==> src/rtl/roll_pkg.sv <==
// Shared types and schedule helpers for the rolling-number sequencer.
package roll_pkg;

    typedef enum logic [1:0] {
        S_IDLE = 2'd0,
        S_RUN  = 2'd1,
        S_HOLD = 2'd2
    } state_t;

    // Width of a tick counter that must reach the longest interval minus one.
    function automatic int unsigned tick_width(input int unsigned base,
                                               input int unsigned steps,
                                               input int unsigned spl);
        longint unsigned maxv;
        int unsigned     w;
        maxv = 64'(base) << (steps / spl - 1);
        w    = $clog2(maxv);
        return (w < 1) ? 1 : w;
    endfunction

    // The interval doubles every spl samples.
    function automatic longint unsigned interval_ticks(input int unsigned step,
                                                       input int unsigned base,
                                                       input int unsigned spl);
        return 64'(base) << (step / spl);
    endfunction

    localparam int unsigned TICK_W_DEFAULT = tick_width(5_000_000, 16, 4);

endpackage

==> src/rtl/roll_scheduler_if.sv <==
// Button/random-source inputs and display-path outputs of the roll sequencer.
interface roll_scheduler_if #(
    parameter int DATA_W     = 4,
    parameter int NUM_STEPS  = 16,
    parameter int HIST_DEPTH = 4
);
    localparam int STEP_W = $clog2(NUM_STEPS + 1);

    logic                         i_start;
    logic                         i_stop;
    logic [DATA_W-1:0]            i_rand;
    logic [DATA_W-1:0]            o_value;
    logic                         o_sample;
    logic                         o_done;
    logic                         o_busy;
    logic [STEP_W-1:0]            o_step;
    logic [HIST_DEPTH*DATA_W-1:0] o_history;

    modport master (
        output i_start, i_stop, i_rand,
        input  o_value, o_sample, o_done, o_busy, o_step, o_history
    );

    modport slave (
        input  i_start, i_stop, i_rand,
        output o_value, o_sample, o_done, o_busy, o_step, o_history
    );
endinterface

==> src/rtl/roll_history.sv <==
// Shift register of final roll results, newest in the low slot.
// One-cycle latency from push to visible entry; push always accepted, clear wins.
module roll_history #(
    parameter int DATA_W     = 4,
    parameter int HIST_DEPTH = 4
) (
    input  logic                         i_clk,
    input  logic                         i_clr,
    input  logic                         i_push,
    input  logic [DATA_W-1:0]            i_data,
    output logic [HIST_DEPTH*DATA_W-1:0] o_hist
);
    logic [HIST_DEPTH*DATA_W-1:0] hist_q;

    generate
        if (HIST_DEPTH > 1) begin : g_shift
            always_ff @(posedge i_clk) begin
                if (i_clr) begin
                    hist_q <= '0;
                end else if (i_push) begin
                    hist_q <= {hist_q[(HIST_DEPTH-1)*DATA_W-1:0], i_data};
                end
            end
        end else begin : g_single
            always_ff @(posedge i_clk) begin
                if (i_clr) begin
                    hist_q <= '0;
                end else if (i_push) begin
                    hist_q <= i_data;
                end
            end
        end
    endgenerate

    assign o_hist = hist_q;
endmodule

==> src/rtl/roll_scheduler.sv <==
// Rolling-number sequencer: samples i_rand on a doubling interval, settles, then locks out.
// All outputs registered (busy decoded from state register); inputs are never backpressured.
module roll_scheduler
    import roll_pkg::*;
#(
    parameter int DATA_W          = 4,
    parameter int BASE_TICKS      = 5_000_000,
    parameter int NUM_STEPS       = 16,
    parameter int STEPS_PER_LEVEL = 4,
    parameter int HOLD_TICKS      = 50_000_000,
    parameter int HIST_DEPTH      = 4
) (
    input  logic             i_clk,
    input  logic             i_rst,
    roll_scheduler_if.slave  bus
);
    localparam int TICK_W = int'(tick_width(BASE_TICKS, NUM_STEPS, STEPS_PER_LEVEL));
    localparam int HOLD_W = (HOLD_TICKS > 1) ? $clog2(HOLD_TICKS) : 1;
    localparam int STEP_W = $clog2(NUM_STEPS + 1);

    state_t                       state_q, state_d;
    logic [TICK_W-1:0]            tick_q, tick_d;
    logic [HOLD_W-1:0]            hold_q, hold_d;
    logic [STEP_W-1:0]            step_q, step_d;
    logic [DATA_W-1:0]            value_q, value_d;
    logic                         sample_q, sample_d;
    logic                         done_q, done_d;
    logic                         push;
    logic                         tick_hit;
    logic                         last_step;
    logic                         hold_end;
    logic [63:0]                  cur_interval;
    logic [HIST_DEPTH*DATA_W-1:0] hist;

    assign cur_interval = interval_ticks(32'(step_q), BASE_TICKS, STEPS_PER_LEVEL);
    assign tick_hit     = (64'(tick_q) == (cur_interval - 64'd1));
    assign last_step    = (step_q == STEP_W'(NUM_STEPS - 1));
    assign hold_end     = (hold_q == HOLD_W'(HOLD_TICKS - 1));

    always_comb begin
        state_d  = state_q;
        tick_d   = tick_q;
        hold_d   = hold_q;
        step_d   = step_q;
        value_d  = value_q;
        sample_d = 1'b0;
        done_d   = 1'b0;
        push     = 1'b0;

        case (state_q)
            S_IDLE: begin
                if (bus.i_start) begin
                    state_d = S_RUN;
                    tick_d  = '0;
                    step_d  = '0;
                end
            end

            S_RUN: begin
                // A stop landing on a scheduled capture still yields one capture.
                if (tick_hit || bus.i_stop) begin
                    value_d  = bus.i_rand;
                    sample_d = 1'b1;
                    step_d   = step_q + STEP_W'(1);
                    tick_d   = '0;
                    if (bus.i_stop || last_step) begin
                        done_d  = 1'b1;
                        push    = 1'b1;
                        state_d = S_HOLD;
                        hold_d  = '0;
                    end
                end else begin
                    tick_d = tick_q + TICK_W'(1);
                end
            end

            S_HOLD: begin
                // The lockout's final edge already accepts a new start.
                if (hold_end) begin
                    hold_d = '0;
                    if (bus.i_start) begin
                        state_d = S_RUN;
                        tick_d  = '0;
                        step_d  = '0;
                    end else begin
                        state_d = S_IDLE;
                    end
                end else begin
                    hold_d = hold_q + HOLD_W'(1);
                end
            end

            default: begin
                state_d = S_IDLE;
            end
        endcase
    end

    always_ff @(posedge i_clk) begin
        if (i_rst) begin
            state_q  <= S_IDLE;
            tick_q   <= '0;
            hold_q   <= '0;
            step_q   <= '0;
            value_q  <= '0;
            sample_q <= 1'b0;
            done_q   <= 1'b0;
        end else begin
            state_q  <= state_d;
            tick_q   <= tick_d;
            hold_q   <= hold_d;
            step_q   <= step_d;
            value_q  <= value_d;
            sample_q <= sample_d;
            done_q   <= done_d;
        end
    end

    roll_history #(
        .DATA_W     (DATA_W),
        .HIST_DEPTH (HIST_DEPTH)
    ) u_history (
        .i_clk  (i_clk),
        .i_clr  (i_rst),
        .i_push (push),
        .i_data (value_d),
        .o_hist (hist)
    );

    assign bus.o_value   = value_q;
    assign bus.o_sample  = sample_q;
    assign bus.o_done    = done_q;
    assign bus.o_busy    = (state_q != S_IDLE);
    assign bus.o_step    = step_q;
    assign bus.o_history = hist;
endmodule

==> src/flat_wrapper.sv <==
// flat-port wrapper written by rule: the top's interface ports become plain ports
module roll_scheduler_flat import roll_pkg::*;
#(
    parameter int DATA_W          = 4,
    parameter int BASE_TICKS      = 5_000_000,
    parameter int NUM_STEPS       = 16,
    parameter int STEPS_PER_LEVEL = 4,
    parameter int HOLD_TICKS      = 50_000_000,
    parameter int HIST_DEPTH      = 4
)
  (i_clk, i_rst, bus_i_start, bus_i_stop, bus_i_rand, bus_o_value, bus_o_sample, bus_o_done, bus_o_busy, bus_o_step, bus_o_history);
  roll_scheduler_if #(.DATA_W(DATA_W), .NUM_STEPS(NUM_STEPS), .HIST_DEPTH(HIST_DEPTH)) bus_i ();
  input  logic i_clk;
  input  logic i_rst;
  input wire logic [$bits(bus_i.i_start)-1:0] bus_i_start;
  input wire logic [$bits(bus_i.i_stop)-1:0] bus_i_stop;
  input wire logic [$bits(bus_i.i_rand)-1:0] bus_i_rand;
  output wire logic [$bits(bus_i.o_value)-1:0] bus_o_value;
  output wire logic [$bits(bus_i.o_sample)-1:0] bus_o_sample;
  output wire logic [$bits(bus_i.o_done)-1:0] bus_o_done;
  output wire logic [$bits(bus_i.o_busy)-1:0] bus_o_busy;
  output wire logic [$bits(bus_i.o_step)-1:0] bus_o_step;
  output wire logic [$bits(bus_i.o_history)-1:0] bus_o_history;
  assign bus_i.i_start = bus_i_start;
  assign bus_i.i_stop = bus_i_stop;
  assign bus_i.i_rand = bus_i_rand;
  assign bus_o_value = bus_i.o_value;
  assign bus_o_sample = bus_i.o_sample;
  assign bus_o_done = bus_i.o_done;
  assign bus_o_busy = bus_i.o_busy;
  assign bus_o_step = bus_i.o_step;
  assign bus_o_history = bus_i.o_history;
  roll_scheduler #(.DATA_W(DATA_W), .BASE_TICKS(BASE_TICKS), .NUM_STEPS(NUM_STEPS), .STEPS_PER_LEVEL(STEPS_PER_LEVEL), .HOLD_TICKS(HOLD_TICKS), .HIST_DEPTH(HIST_DEPTH)) u_core (.i_clk(i_clk), .i_rst(i_rst), .bus(bus_i));
endmodule
==> config.mk <==
export PLATFORM = sky130hd
export DESIGN_NAME = roll_scheduler_flat
export DESIGN_NICKNAME = d
export VERILOG_FILES = /design/src/rtl/roll_pkg.sv /design/src/rtl/roll_scheduler_if.sv /design/src/rtl/roll_history.sv /design/src/rtl/roll_scheduler.sv /design/src/flat_wrapper.sv
export SDC_FILE = /design/constraint.sdc
export NUM_CORES = 1
export LEC_CHECK = 0
export ABC_AREA = 1
export ABC_CLOCK_PERIOD_IN_PS = 3230
export BUFFER_PORTS_ARGS = -buffer_cell sky130_fd_sc_hd__buf_4
export CAP_MARGIN = 40
export CORE_MARGIN = 2
export CORE_UTILIZATION = 55
export CTS_CLUSTER_SIZE = 20
export DETAILED_ROUTE_END_ITERATION = 16
export PLACE_DENSITY = 0.74
export SLEW_MARGIN = 10
export SYNTH_ARGS = -nofsm -noshare
export SYNTH_HDL_FRONTEND = slang
export SYNTH_SLANG_ARGS = --single-unit
==> constraint.sdc <==
create_clock -name i_clk -period 3.23 [get_ports i_clk]
set_clock_uncertainty 0.1 [all_clocks]
set_input_delay 0.646 -clock i_clk [delete_from_list [all_inputs] [get_ports i_clk]]
set_output_delay 0.646 -clock i_clk [all_outputs]
set_load 0.005 [all_outputs]
# After elaboration in Yosys (flattened, before gate mapping)
# Index checks and enable logic that the tools add are counted.
[word_totals]
reg_bits = 81
in_bits = 8
out_inout_bits = 28
elab_cells = 58
[classes]
add_sub_neg = 4
n_eq_ne = 9
n_shift = 1
n_mux = 24
bitwise = 1
n_reduce_logical = 11
[ops]
columns = ["cell", "count"]
rows = [
  ["2-to-1 mux 26 bit", 6],
  ["case mux 26 bit (3 select lines)", 1],
  ["== test 26 x 64 -> 1 bit", 1],
  ["<< shifter 23 x 3 -> 64 bit (first input constant)", 1],
  ["subtractor 64 x 1 -> 64 bit (second input constant)", 1],
  ["adder 26 x 1 -> 26 bit (second input constant)", 2],
  ["case mux 26 bit (2 select lines)", 1],
  ["== test 26 bit (second input constant)", 1],
  ["2-to-1 mux 5 bit", 3],
  ["case mux 5 bit (3 select lines)", 1],
  ["2-to-1 mux 2 bit", 4],
  ["2-to-1 mux 4 bit", 2],
  ["!= test 2 x 1 -> 1 bit (second input constant)", 3],
  ["case mux 2 bit (3 select lines)", 1],
  ["AND reduction 3 bit", 2],
  ["adder 5 x 1 -> 5 bit (second input constant)", 1],
  ["== test 5 x 4 -> 1 bit (second input constant)", 1],
  ["2-to-1 mux 1 bit", 5],
  ["AND reduction 4 bit", 1],
  ["nonzero test 2 bit", 2],
  ["nonzero test 3 bit", 1],
  ["== test 2 x 1 -> 1 bit (second input constant)", 1],
  ["== test 2 bit (second input constant)", 1],
  ["zero test 2 bit", 1],
  ["5 further kinds", 6],
]

# Depth between registers and ports, before layout
# Gate-level depths: netlist of the first run.
[depth]
ltp_word = 6
depth_mapped = 21
ltp_nobuf = 21

# Hierarchy
# Synthesis of the first run repeated with hierarchy kept, for this count alone.
[hier_totals]
hier_cells = 769
hier_area_um2 = 5089.9
[by_module_without_submodules]
columns = ["module", "instances", "cells_each", "area_each_um2", "seq_area_each_um2"]
rows = [
  ["roll_scheduler", 1, 668, 4419.2, 1301.2],
  ["roll_history", 1, 101, 670.6, 320.3],
]

# Worst setup path after synthesis of the first run
# Ideal clock, no wire load.
[synth_timing]
path_type = "register to register"
start = "reg u_core.step_q[2] (netlist: u_core.bus.o_step[2])"
end = "reg u_core.u_history.hist_q[10] (netlist: u_core.u_history.o_hist[10])"
setup_ns = 0.140
arrival_time_ns = 2.423
t_required_ns = 2.990
path_slack_ns = 0.567
path_stages_with_launch = 18
path_buffers = 1
period_less_slack_ns = 2.663
cell_sequence = "dfxtp_1 > inv_1 > ha_1 > nand2_1 > inv_1 > nor2_4 > nand2_2 > nor2_2 > nand3_1 > a21oi_1 > nand3_1 > nor2_2 > nand2_2 > nand2_4 > nand3_4 > buf_2 > nand2_1 > a21oi_2"
[synth_between]
elab_chain_len = 6
elab_cells_between_ends = 9
classes_between = "add/sub (1); eq/ne (2); shift (1); mux (3); reduce/logical (2)"
[synth_rtl]
columns = ["element", "line", "source"]
rows = [
  ["start: declaration", "roll_scheduler.sv:24", "logic [STEP_W-1:0] step_q, step_d;"],
  ["start signal: assignment", "roll_scheduler.sv:112", "step_q <= step_d;"],
  ["<< shifter 23 x 3 -> 64 bit", "roll_pkg.sv:25", "return 64'(base) << (step / spl);"],
  ["subtractor 64 x 1 -> 64 bit", "roll_scheduler.sv:36", "assign tick_hit = (64'(tick_q) == (cur_interval - 64'd1));"],
  ["== test 26 x 64 -> 1 bit", "roll_scheduler.sv:36", ""],
  ["logical OR 1 bit", "roll_scheduler.sv:61", "if (tick_hit || bus.i_stop) begin"],
  ["2-to-1 mux 1 bit (*)", "roll_scheduler.sv:61", ""],
  ["2-to-1 mux 1 bit (*)", "roll_scheduler.sv:50", "case (state_q)"],
  ["end signal: assignment", "roll_history.sv:21", "hist_q <= {hist_q[(HIST_DEPTH-1)*DATA_W-1:0], i_data};"],
  ["end: declaration", "roll_history.sv:13", "logic [HIST_DEPTH*DATA_W-1:0] hist_q;"],
]
# Mark *: on every way between the ends. The rest lies on a longest branch, timed or not.
# A chain may end at the register's enable or synchronous reset.

# Worst setup path in the final report of the first run
[layout_timing]
start = "reg u_core.step_q[2] (netlist: u_core.bus.o_step[2])"
end = "reg u_core.hold_q[3]"
[layout_between]
elab_chain_len = 6
elab_cells_between_ends = 9
classes_between = "add/sub (1); eq/ne (4); shift (1); reduce/logical (3)"
[layout_rtl]
columns = ["element", "line", "source"]
rows = [
  ["<< shifter 23 x 3 -> 64 bit", "roll_pkg.sv:25", ""],
  ["subtractor 64 x 1 -> 64 bit", "roll_scheduler.sv:36", ""],
  ["== test 26 x 64 -> 1 bit", "roll_scheduler.sv:36", ""],
  ["logical OR 1 bit", "roll_scheduler.sv:61", ""],
  ["!= test 2 x 1 -> 1 bit (no source line)", "--", ""],
  ["AND reduction 3 bit (no source line) (*)", "--", ""],
  ["end signal: assignment", "roll_scheduler.sv:111", "hold_q <= hold_d;"],
  ["end: declaration", "roll_scheduler.sv:23", "logic [HOLD_W-1:0] hold_q, hold_d;"],
]
# Marked as above.

==> results.ini, run 1 <==
[job]
drv_cap=0

[drt]
dr_total_vias=4859
firstDrtPassIters=4
wl_um=11900
routedWlPerCell_um=13.3
drt-initial-drc-count=208
via_per_inst=5.43
drc=0
ant_nets=0

[pwr]
powerDensity_nw_per_um2=360
p_clk_frac=0.417
intPower_w=0.00149
swShare=0.249
power.switching_w=0.000495
max-vdd-ir-drop_v=0.000200
comb_power_share=0.072
p_seq_frac=0.511
finalPower_w=0.00199
leakage_nw=2.19

[floorplan]
start_util=0.567
io_pins=36
die_area_um2=9760
core_area_um2=8720
rows=34
fp.dieW_um=98.8
die_y_um=98.8

[critical_path]
cp-end-kind=register
cp_slowest_cell=ha_1
startpoint_type=register
cpPeakStageDelay_ns=0.37
crit_arrival_ns=3.02
worst-setup-path-type=register to register
crit_family=simple AND/OR/NAND/NOR gates
path_max_fanout=15
regToRegSetupSlack_ns=0.33
crit_buf_inv=2
cp.required_ns=3.35
critical_path.cell_chain=inv_1 -> ha_1 -> nand2_1 -> inv_1 -> nor2_4 -> nand2_2 -> nor2_2 -> nand3_1 -> a21oi_1 -> nand3_1 -> nor2_2 -> nand2_2 -> nand2_4 -> nand3_4 -> nand2_1 -> a21boi_0

[cts]
cts_root_buf=clkbuf_8
cts_tree=built
ctsResizeCount=0
postCtsSetupBuffers=0
clk_pin_slew_worst_paths_ns=0.08
ctsHoldBuffers=0
h-tree-depth=3
clk_latency_ns=0.36
numCtsBuffers=9
cts_num_sinks=81
clockBufferDepth=2

[sta]
fmax_ghz=0.345
tightestPinTransition_ns=0.840
rsz0062_at_grt=false
min_period_ns=2.90
setup_violations=0
layout_worst_path_cycle_share=0.898
hold_violations=0
slew_viol_final=0
hold_slack_ns=0.382
relSlewSlack=0.435
setup_tns_ns=0

[placed_design]
place_area_um2=5290
place_congestion=0.918
dpl.hpwl_um=8920
port_buffers=35
place_inst=879

[cells_and_area]
fin_area_um2=5520
nets=801
syn2layout_area_growth_pct=11.6
layout.cells.non_filler=895
diodes=0
drive_gt1_frac=0.140
fill_cells=809

[yosys]
yosysSeqAreaShare=0.328
synth_area_leaders=dfxtp_1, nand2_1, nor2_1, nand3_1, inv_1
avgSynthCellArea_um2=6.63
synth_xor_area_frac=0.0567
yosys.area_share.simple=0.393
synth_top_family_by_area=simple AND/OR/NAND/NOR gates
synthMuxAreaShare=0
synth_top_flop_cell=dfxtp_1
yosysTopAreaCellShare=0.328
syn_nets=765
synth-adder-area-share=0.0278
synth-compound-area-share=0.108
synth_edf_count=0
yosys.area.top_type=dfxtp_1
syn_inst=746
synthArstFlopShare=0
synthDistinctLibCells=39
synth-seq-cells=81
synth_warnings=0
netlist_area_um2=4940

[hold_path]
hp-class=register to register

[global_routing]
grt_pass1_wl_um=20400
grt_antenna_before_repair=0
grt-ovfl-total=0
track_usage=0.252
grt_pass1_vias=4558
grt_max_degree=37

[status]
outcome=completed

-- layer usage --
layer	vias up	global-route usage	part of all wire
li1	2491	-	-
met3	34	0.0411	0.043
met4	0	0.104	0.030
met1	2208	0.309	0.44
met5	-	0	0
met2	126	0.437	0.49
-- flip-flops by register name, summed over array words and instances (netlist names) --
name and flops:
u_core.hold_q 26, u_core.u_history.o_hist 16, u_core.bus.o_sample 1, u_core.bus.o_value 4, u_core.bus.o_done 1, u_core.bus.o_step 5, u_core.state_q 2, u_core.tick_q 26
-- metrics by stage --
stage	utilization	setup slack, ns
6_report	0.633	0.328
5_1_grt	0.633	0.0186
4_1_cts	0.632	0.338
3_5_place_dp	0.606	0.332
3_3_place_gp	0.606	0.448
2_1_floorplan	-	0.567
-- Yosys cell counts (2+ instances only) --
cell and n:
a21oi_1 39, buf_2 6, nand3b_1 8, o22ai_1 4, inv_1 78, nor2_2 7, nor3b_1 2, nor2_1 87
clkbuf_1 8, or2_1 3, o21ai_1 2, nor3_1 20, o211ai_1 2, xor2_1 23, buf_4 2, dfxtp_1 81
nand2_2 17, xnor2_1 9, a21oi_2 8, nand2_1 181, nand4_1 20, buf_6 2, ha_1 11, o21ai_0 37
nor4_2 2, nor4_1 5, nand3_1 63, or2_2 8
-- cells by family (layout without fill, tap and decap cells) --
kind of cell	after synthesis	in the layout
buf+inv	99	140
xor+xnor	32	32
compound gates	96	96
fa+ha+maj	11	11
flops	81	81
simple gates	427	427
-- power groups by stage --
| stage | combinational, W | clock [W] | sequential (W) |
|---|---|---|---|
| 6_report | 0.000143 | 0.000829 | 0.00102 |
| 5_1_grt | 0.000160 | 0.000885 | 0.00102 |
| 4_1_cts | 0.000142 | 0.000845 | 0.00102 |
| 3_5_place_dp | 0.000142 | 0 | 0.00104 |
| 3_3_place_gp | 0.000140 | 0 | 0.00104 |
| 2_1_floorplan | 0.0000954 | 0 | 0.00104 |
-- tightest hold or removal path, cell delays in order (launching register included) --
cell and delay, ns:
dfxtp_1 0.32, nand2_1 0.06, a21oi_1 0.05
-- layout make-up --
| class | count | area, um^2 | area share |
|---|---|---|---|
| clock buffers | 9 | 124 | 0.0224 |
| clock inverters | 7 | 98.8 | 0.0179 |
| inverters | 79 | 298 | 0.0540 |
| multi-input cells | 566 | 2900 | 0.526 |
| flip-flops and latches | 81 | 1620 | 0.294 |
| well taps | 108 | 135 | 0.0245 |
| repair buffers | 45 | 342 | 0.0619 |
-- placed cells by master (no fill, tap or decap), types with 2 or more instances in the layout --
cell | netlist | routed
nand2_1 | 181 | 181
nor2_1 | 87 | 86
dfxtp_1 | 81 | 81
inv_1 | 78 | 78
nand3_1 | 63 | 62
buf_4 | 2 | 44
a21oi_1 | 39 | 39
o21ai_0 | 37 | 37
xor2_1 | 23 | 23
nand4_1 | 20 | 20
nor3_1 | 20 | 20
nand2_2 | 17 | 17
ha_1 | 11 | 11
xnor2_1 | 9 | 9
clkbuf_8 | 0 | 9
nor2_2 | 7 | 8
or2_2 | 8 | 8
nand3b_1 | 8 | 8
a21oi_2 | 8 | 8
nor4_1 | 5 | 5
o22ai_1 | 4 | 4
or2_1 | 3 | 3
inv_6 | 0 | 3
o21ai_1 | 2 | 2
o211ai_1 | 2 | 2
nor3b_1 | 2 | 2
nor4_2 | 2 | 2
clkinv_2 | 1 | 2
bufinv_16 | 0 | 2
-- path summary, 6_finish.rpt --
path / start / end / cells after the start
worst min register to register: u_core.u_history.o_hist[15]$_SDFFE_PP0P_ / u_core.u_history.o_hist[15]$_SDFFE_PP0P_ / 2
worst min-delay path: u_core.u_history.o_hist[15]$_SDFFE_PP0P_ / u_core.u_history.o_hist[15]$_SDFFE_PP0P_ / 2
worst max-delay path: u_core.bus.o_step[2]$_SDFFE_PP0P_ / u_core.hold_q[3]$_SDFFE_PP0P_ / 16
worst max register to register: u_core.bus.o_step[2]$_SDFFE_PP0P_ / u_core.hold_q[3]$_SDFFE_PP0P_ / 16
No activity file was read; power rests on OpenSTA's default activity.
==> run 2, diff against run 1 <==
--- a/config.mk
+++ b/config.mk
@@ -11,6 +11,7 @@
 export CAP_MARGIN = 40
 export CORE_MARGIN = 2
 export CORE_UTILIZATION = 55
+export CTS_BUF_LIST = sky130_fd_sc_hd__clkbuf_16
 export CTS_CLUSTER_SIZE = 20
 export DETAILED_ROUTE_END_ITERATION = 16
 export PLACE_DENSITY = 0.74
==> run 2 against run 1 <==
Against the previous run: sequential share of layout area is 0.53 points lower; count of clock-buffer cells in the layout is the same; die area unchanged; global-route usage grew 0.45 points; utilization up 1.2 points; clock power is 34% higher; cell area up 1.8%; total power is 14% higher; fmax shrank 1.3%; critical path depth is the same; cell count stayed put; first-iteration DRC count increased by 13%.
==> results.ini, run 2 (synthesis gave the netlist of run 1 again) <==
[pwr]
leakage_nw=2.24  ; +2.1%
p_seq_frac=0.448  ; -0.063
finalPower_w=0.00227  ; +14%
power.switching_w=0.000532  ; +7.5%
powerDensity_nw_per_um2=403  ; +12%
p_clk_frac=0.488  ; +0.071
comb_power_share=0.063  ; -0.009
max-vdd-ir-drop_v=0.000220  ; +9.9%
swShare=0.235  ; -0.0144
intPower_w=0.00174  ; +16%

[sta]
slew_viol_final=0  ; unchanged
relSlewSlack=0.439  ; +0.00428
layout_worst_path_cycle_share=0.910  ; +0.0115
min_period_ns=2.94  ; +0.0371 ns
setup_tns_ns=0  ; unchanged
hold_violations=0  ; unchanged
rsz0062_at_grt=false
fmax_ghz=0.340  ; -1.3%
setup_violations=0  ; unchanged
tightestPinTransition_ns=0.834  ; -0.00636 ns

[cells_and_area]
diodes=0  ; unchanged
syn2layout_area_growth_pct=13.7
layout_common_cells=nand2_1, nor2_1, dfxtp_1
drive_gt1_frac=0.140  ; unchanged
layout.cells.most_common=nand2_1
nets=801  ; unchanged
fin_area_um2=5620  ; +1.8%
fill_cells=793  ; -2.0%

[drt]
dr_total_vias=4902  ; +0.88%
ant_nets=0  ; unchanged
via_per_inst=5.48  ; +0.88%
drc=0  ; unchanged
drt-initial-drc-count=234  ; +13%
routedWlPerCell_um=13.6  ; +2.1%
wl_um=12200  ; +2.1%
firstDrtPassIters=5  ; +1

[global_routing]
grt-busiest-layer=met2
track_usage=0.256  ; +0.00449
grt-ovfl-total=0  ; unchanged
grt_max_degree=37  ; unchanged
grtUsageMet1=0.312  ; +0.00279
use_met3=0.0426  ; +0.00142
grt_pass1_wl_um=20800  ; +1.6%
globalRouteMet2Util=0.444  ; +0.00780
grt_pass1_vias=4661  ; +2.3%
grt_antenna_before_repair=0  ; unchanged

[floorplan]
core_area_um2=8720  ; unchanged
io_pins=36  ; unchanged
rows=34  ; unchanged
fp.dieW_um=98.8  ; unchanged
start_util=0.567  ; unchanged
die_y_um=98.8  ; unchanged
die_area_um2=9760  ; unchanged

[cts]
cts_tree=built
clk_pin_slew_worst_paths_ns=0.06  ; -0.02 ns
clockBufferDepth=2  ; unchanged
h-tree-depth=3  ; unchanged
cts_num_sinks=81  ; unchanged
numCtsBuffers=9  ; unchanged
cts_root_buf=clkbuf_16
clk_latency_ns=0.33  ; -0.03 ns

[placed_design]
place_congestion=0.918  ; unchanged
dpl.hpwl_um=8920  ; unchanged
place_area_um2=5290  ; unchanged
port_buffers=35  ; unchanged

[critical_path]
cpPeakStageDelay_ns=0.37  ; about the same
cp_slowest_cell=ha_1
crit_buf_inv=2  ; unchanged
path_max_fanout=15  ; unchanged
cp.required_ns=3.32  ; -0.03 ns
crit_family=simple AND/OR/NAND/NOR gates
cp-end-kind=register
critical_path.cell_chain=inv_1 -> ha_1 -> nand2_1 -> inv_1 -> nor2_4 -> nand2_2 -> nor2_2 -> nand3_1 -> a21oi_1 -> nand3_1 -> nor2_2 -> nand2_2 -> nand2_4 -> nand3_4 -> nand2_1 -> a21boi_0
worst-setup-path-type=register to register
startpoint_type=register
crit_arrival_ns=3.03  ; about the same

[status]
outcome=completed

[hold_path]
hp-class=register to register

[job]
drv_cap=0  ; unchanged

run 2: cell count changes in the layout (fill, tap and decap cells not counted):
cell and delta:
clkbuf_8 -9, clkbuf_16 +9
run 2: what timing repair did:
| item | in CTS | in global routing |
|---|---|---|
| hold buffers | 0 | 0 |
| gates resized for setup | 0 | 3 |
| setup buffers | 0 | 0 |
| setup endpoints to repair | 0 | 7 |
run 2: worst register-to-register path: cells and delay by family, from the launching register on:
| kind | cells | cell delay, ns |
|---|---|---|
| DFF | 1 | 0.32 |
| buffers and inverters | 2 | 0.18 |
| AOI/OAI and AO/OA | 2 | 0.30 |
| adders and majority gates | 1 | 0.37 |
| and+or+nand+nor | 11 | 1.53 |
run 2: path summary, 6_finish.rpt:
kind                                                               start                                  endpoint  slack (ns)  cells past startpoint
worst min register to register  u_core.u_history.o_hist[15]$_SDFFE_PP0P_  u_core.u_history.o_hist[15]$_SDFFE_PP0P_        0.38                      2
worst max register to register         u_core.bus.o_step[2]$_SDFFE_PP0P_             u_core.hold_q[3]$_SDFFE_PP0P_        0.29                     16
worst max-delay path                   u_core.bus.o_step[2]$_SDFFE_PP0P_             u_core.hold_q[3]$_SDFFE_PP0P_        0.29                     16
worst min-delay path            u_core.u_history.o_hist[15]$_SDFFE_PP0P_  u_core.u_history.o_hist[15]$_SDFFE_PP0P_        0.38                      2
run 2: routing by layer:
layer | wire length (um) | up-vias
met1 | 5220 | 2235
met3 | 580 | 30
met4 | 338 | 0
met5 | 0 | -
li1 | - | 2492
met2 | 6060 | 145
run 2: layout make-up:
class	count	area [um^2]	share of cell area
clock buffer	9	225	0.0401
clock inverter	7	98.8	0.0176
timing repair buffer	45	342	0.0608
inverter	79	298	0.0530
multi-input combinational	566	2900	0.516
sequential	81	1620	0.289
tap	108	135	0.0240
run 2: stage by stage:
| step | std cells | setup WS, ns | hold slack [ns] | utilization |
|---|---|---|---|---|
| floorplan | 746 | 0.567 | 0.353 | - |
| CTS | 895 | 0.339 | 0.379 | 0.643 |
| detailed placement | 879 | 0.332 | 0.364 | 0.606 |
| finish | 895 | 0.291 | 0.378 | 0.644 |
| global placement | 879 | 0.448 | 0.355 | 0.606 |
| global route | 895 | 0.0139 | 0.396 | 0.644 |
run 2: power groups by stage:
stage / Sequential [W] / Combinational [W] / Clock, W
2_1_floorplan: 0.00104 / 0.0000954 / 0
3_3_place_gp: 0.00104 / 0.000140 / 0
3_5_place_dp: 0.00104 / 0.000142 / 0
4_1_cts: 0.00102 / 0.000142 / 0.00113
5_1_grt: 0.00102 / 0.000160 / 0.00116
6_report: 0.00102 / 0.000143 / 0.00111
==> run 3, diff against run 2 <==
--- a/config.mk
+++ b/config.mk
@@ -5,7 +5,6 @@
 export SDC_FILE = /design/constraint.sdc
 export NUM_CORES = 1
 export LEC_CHECK = 0
-export ABC_AREA = 1
 export ABC_CLOCK_PERIOD_IN_PS = 3230
 export BUFFER_PORTS_ARGS = -buffer_cell sky130_fd_sc_hd__buf_4
 export CAP_MARGIN = 40
@@ -15,7 +14,7 @@
 export CTS_CLUSTER_SIZE = 20
 export DETAILED_ROUTE_END_ITERATION = 16
 export PLACE_DENSITY = 0.74
-export SLEW_MARGIN = 10
+export SLEW_MARGIN = 20
 export SYNTH_ARGS = -nofsm -noshare
 export SYNTH_HDL_FRONTEND = slang
 export SYNTH_SLANG_ARGS = --single-unit
==> run 3 against run 2 <==
Against the previous run: flip-flop and latch count unchanged; worst setup slack worse by 0.27 ns; count of clock-buffer cells in the layout is the same; combinational power grew 29%; area after synthesis decreased by 6.8%; fmax shrank 8.4%; cell count is 19% lower; non-clock buffer count increased by 25.
==> results.ini, run 3 <==
[status]
outcome=completed

[yosys]
synthDistinctLibCells=63  ; +62%
synthArstFlopShare=0  ; unchanged
avgSynthCellArea_um2=8.03  ; +21%
synth_most_common_cell=dfxtp_1
ys_top_cells_by_count=dfxtp_1, nor2_1, nand2_1, nand3_1, o21ai_0
synth-seq-cells=81  ; unchanged
yosys.area.top_type=dfxtp_1
syn_inst=574  ; -23%
yosysTopAreaCellShare=0.352  ; +0.0238
synth_warnings=0  ; unchanged
yosysSeqAreaShare=0.352  ; +0.0238
synth_edf_count=0  ; unchanged
syn_nets=593  ; -22%
netlist_area_um2=4610  ; -6.8%
synth_area_leaders=dfxtp_1, nor2_1, xnor2_1, nand3_1, nand2_1
synth_top_flop_cell=dfxtp_1

[sta]
tightestPinTransition_ns=0.568  ; -0.266 ns
layout_worst_path_cycle_share=0.993  ; +0.0830
hold_violations=0  ; unchanged
rsz0062_at_grt=true
fmax_ghz=0.312  ; -8.4%
setup_slack_ns=0.0230  ; -0.268 ns
relSlewSlack=0.621  ; +0.182
slew_viol_final=0  ; unchanged
hold_slack_ns=0.362  ; -0.0167 ns
setup_violations=0  ; unchanged
min_period_ns=3.21  ; +0.268 ns

[cells_and_area]
postLayoutCoreUtil=0.673  ; +0.0288
nets=637  ; -20%
diodes=0  ; unchanged
register_area_um2=1630  ; +0.46%
multiInputGateArea_um2=2810  ; -3.0%
layout_common_cells=dfxtp_1, buf_4, nor2_1
syn2layout_area_growth_pct=19.4
layout.cells.non_filler=728  ; -19%
fill_cells=679  ; -14%
layout.cells.most_common=dfxtp_1
drive_gt1_frac=0.183  ; +0.0432

[pwr]
powerDensity_nw_per_um2=399  ; -1.2%
leakage_nw=1.90  ; -15%
max-vdd-ir-drop_v=0.000263  ; +20%

[critical_path]
cp-end-kind=register
cp_slowest_cell=or4_4
crit_arrival_ns=3.31  ; +0.28 ns
path_common_cell=or4_4
regToRegSetupSlack_ns=0.02  ; -0.27 ns
reg2reg_depth=12  ; -4
crit_family=simple AND/OR/NAND/NOR gates
crit_buf_inv=3  ; +1
r2r-start=u_core.bus.o_step[3]$_SDFFE_PP0P_
worst-setup-path-type=register to register
cp.required_ns=3.34  ; +0.02 ns
path_max_fanout=5  ; -10
cpPeakStageDelay_ns=0.53  ; +0.16 ns
critical_path.cell_chain=inv_6 -> ha_4 -> or2_4 -> or4_4 -> a211oi_2 -> nand3_1 -> or4_4 -> buf_6 -> o311ai_4 -> a21o_1 -> buf_4 -> o32ai_1
r2r-end=u_core.bus.o_step[1]$_SDFFE_PP0P_
startpoint_type=register

[placed_design]
place_congestion=0.875  ; -4.6%
place_inst=711  ; -19%
dp_worst_setup_slack_ns=0.000223  ; -0.332 ns
dpl.hpwl_um=8430  ; -5.5%
port_buffers=35  ; unchanged

[drt]
wl_um=12100  ; -1.2%
via_per_inst=6.16  ; +13%
drt-initial-drc-count=289  ; +24%
dr_total_vias=4488  ; -8.4%
routedWlPerCell_um=16.6  ; +21%
drc=0  ; unchanged
firstDrtPassIters=5  ; unchanged
ant_nets=0  ; unchanged

[floorplan]
io_pins=36  ; unchanged
die_y_um=95.6  ; -3.3%
rows=33  ; -2.9%
start_util=0.564  ; -0.00303
fp.dieW_um=95.6  ; -3.3%
core_area_um2=8180  ; -6.3%
die_area_um2=9130  ; -6.5%

[global_routing]
track_usage=0.272  ; +0.0158
grt_pass1_vias=3989  ; -14%
grt_pass1_wl_um=19700  ; -5.2%
grt-ovfl-total=0  ; unchanged
grt_max_degree=50  ; +35%
grt_antenna_before_repair=0  ; unchanged

[hold_path]
hold_end=u_core.bus.o_value[1]$_SDFF_PP0_
min_from=u_core.bus.o_value[1]$_SDFF_PP0_
hp-class=register to register
hold-path-cell-count=2  ; unchanged

[cts]
clockBufferDepth=2  ; unchanged
ctsHoldBuffers=0  ; unchanged
numCtsBuffers=9  ; unchanged
clk_pin_slew_worst_paths_ns=0.07  ; about the same
cts_tree=built
cts_num_sinks=81  ; unchanged
h-tree-depth=3  ; unchanged
clk_latency_ns=0.34  ; about the same
cts_root_buf=clkbuf_16

[job]
drv_cap=0  ; unchanged

==> run 3: cell count changes in the layout (fill, tap and decap cells not counted), moves of 17 or more <==
cell     change
nand3_1     -21
nor2_1      -30
buf_4       +20
nand2_1    -128
nand2_2     -17
inv_1       -65
==> run 3: logic make-up after synthesis <==
logic type	count (synthesis)	share of synthesized area
xor gates and xnor gates	43	0.0877
adders and majority gates	11	0.0299
DFF	81	0.352
and+or+nand+nor	239	0.263
muxes	9	0.0195
AOI/OAI and AO/OA	138	0.196
buffers and inverters	53	0.0516
==> run 3: how the worst max path moves through the flow <==
| stage | from | endpoint | slack (ns) | cells past startpoint |
|---|---|---|---|---|
| final | u_core.bus.o_step[3]$_SDFFE_PP0P_ | u_core.bus.o_step[1]$_SDFFE_PP0P_ | 0.02 | 12 |
| after global routing | u_core.bus.o_step[3]$_SDFFE_PP0P_ | u_core.bus.o_step[1]$_SDFFE_PP0P_ | -0.06 | 12 |
| after CTS | u_core.bus.o_step[3]$_SDFFE_PP0P_ | u_core.bus.o_step[3]$_SDFFE_PP0P_ | 0.07 | 12 |
| after detailed placement | u_core.bus.o_step[3]$_SDFFE_PP0P_ | u_core.bus.o_step[3]$_SDFFE_PP0P_ | 0.0002 | 12 |
| after global placement | u_core.bus.o_step[3]$_SDFFE_PP0P_ | u_core.bus.o_step[3]$_SDFFE_PP0P_ | 0.04 | 12 |
| after floorplan | u_core.bus.o_step[3]$_SDFFE_PP0P_ | u_core.tick_q[9]$_SDFFE_PP0P_ | -0.009 | 14 |
==> run 3: worst reg2reg max path: stages (launching register included) <==
cell and delay [ns]:
dfxtp_4 0.38, inv_6 0.05, ha_4 0.16, or2_4 0.27
or4_4 0.43, a211oi_2 0.20, nand3_1 0.10, or4_4 0.53
buf_6 0.14, o311ai_4 0.24, a21o_1 0.23, buf_4 0.15
o32ai_1 0.08
==> run 3: cell type report <==
| cell class | count | share of cell area |
|---|---|---|
| multi-input combinational | 440 | 0.511 |
| sequential | 81 | 0.296 |
| timing repair buffer | 70 | 0.105 |
| clock buffer | 9 | 0.0409 |
| tap | 105 | 0.0239 |
| inverter | 16 | 0.0123 |
| clock inverter | 7 | 0.0107 |
==> run 3: per-layer routing <==
metal / vias up / global-route usage / part of all wire
li1: 2166 / - / -
met1: 2146 / 0.356 / 0.44
met2: 149 / 0.444 / 0.48
met3: 27 / 0.0538 / 0.060
met4: 0 / 0.0976 / 0.022
met5: - / 0 / 0
==> run 3: what timing repair did <==
action	CTS	global route
buffers inserted	0	1
gates resized for setup	2	11
pin swaps	0	5
endpoints found under the setup margin	29	67
==> run 3: power breakdown <==
| part | internal [W] | leakage (nW) | switching [W] | total [W] |
|---|---|---|---|---|
| clock | 0.000535 | 0.139 | 0.000456 | 0.000991 |
| combinational | 0.0000689 | 1.11 | 0.000115 | 0.000184 |
| sequential | 0.00101 | 0.655 | 0.0000111 | 0.00102 |
| total | 0.00161 | 1.90 | 0.000583 | 0.00219 |
==> run 3: metrics by stage <==
| step | instance area (um^2) | power, W | setup TNS, ns |
|---|---|---|---|
| after floorplan | 4660 | 0.00115 | -0.186 |
| after global placement | 5150 | 0.00122 | 0 |
| after detailed placement | 5170 | 0.00122 | 0 |
| after CTS | 5460 | 0.00220 | 0 |
| after global routing | 5500 | 0.00226 | -1.15 |
| final | 5500 | 0.00219 | 0 |
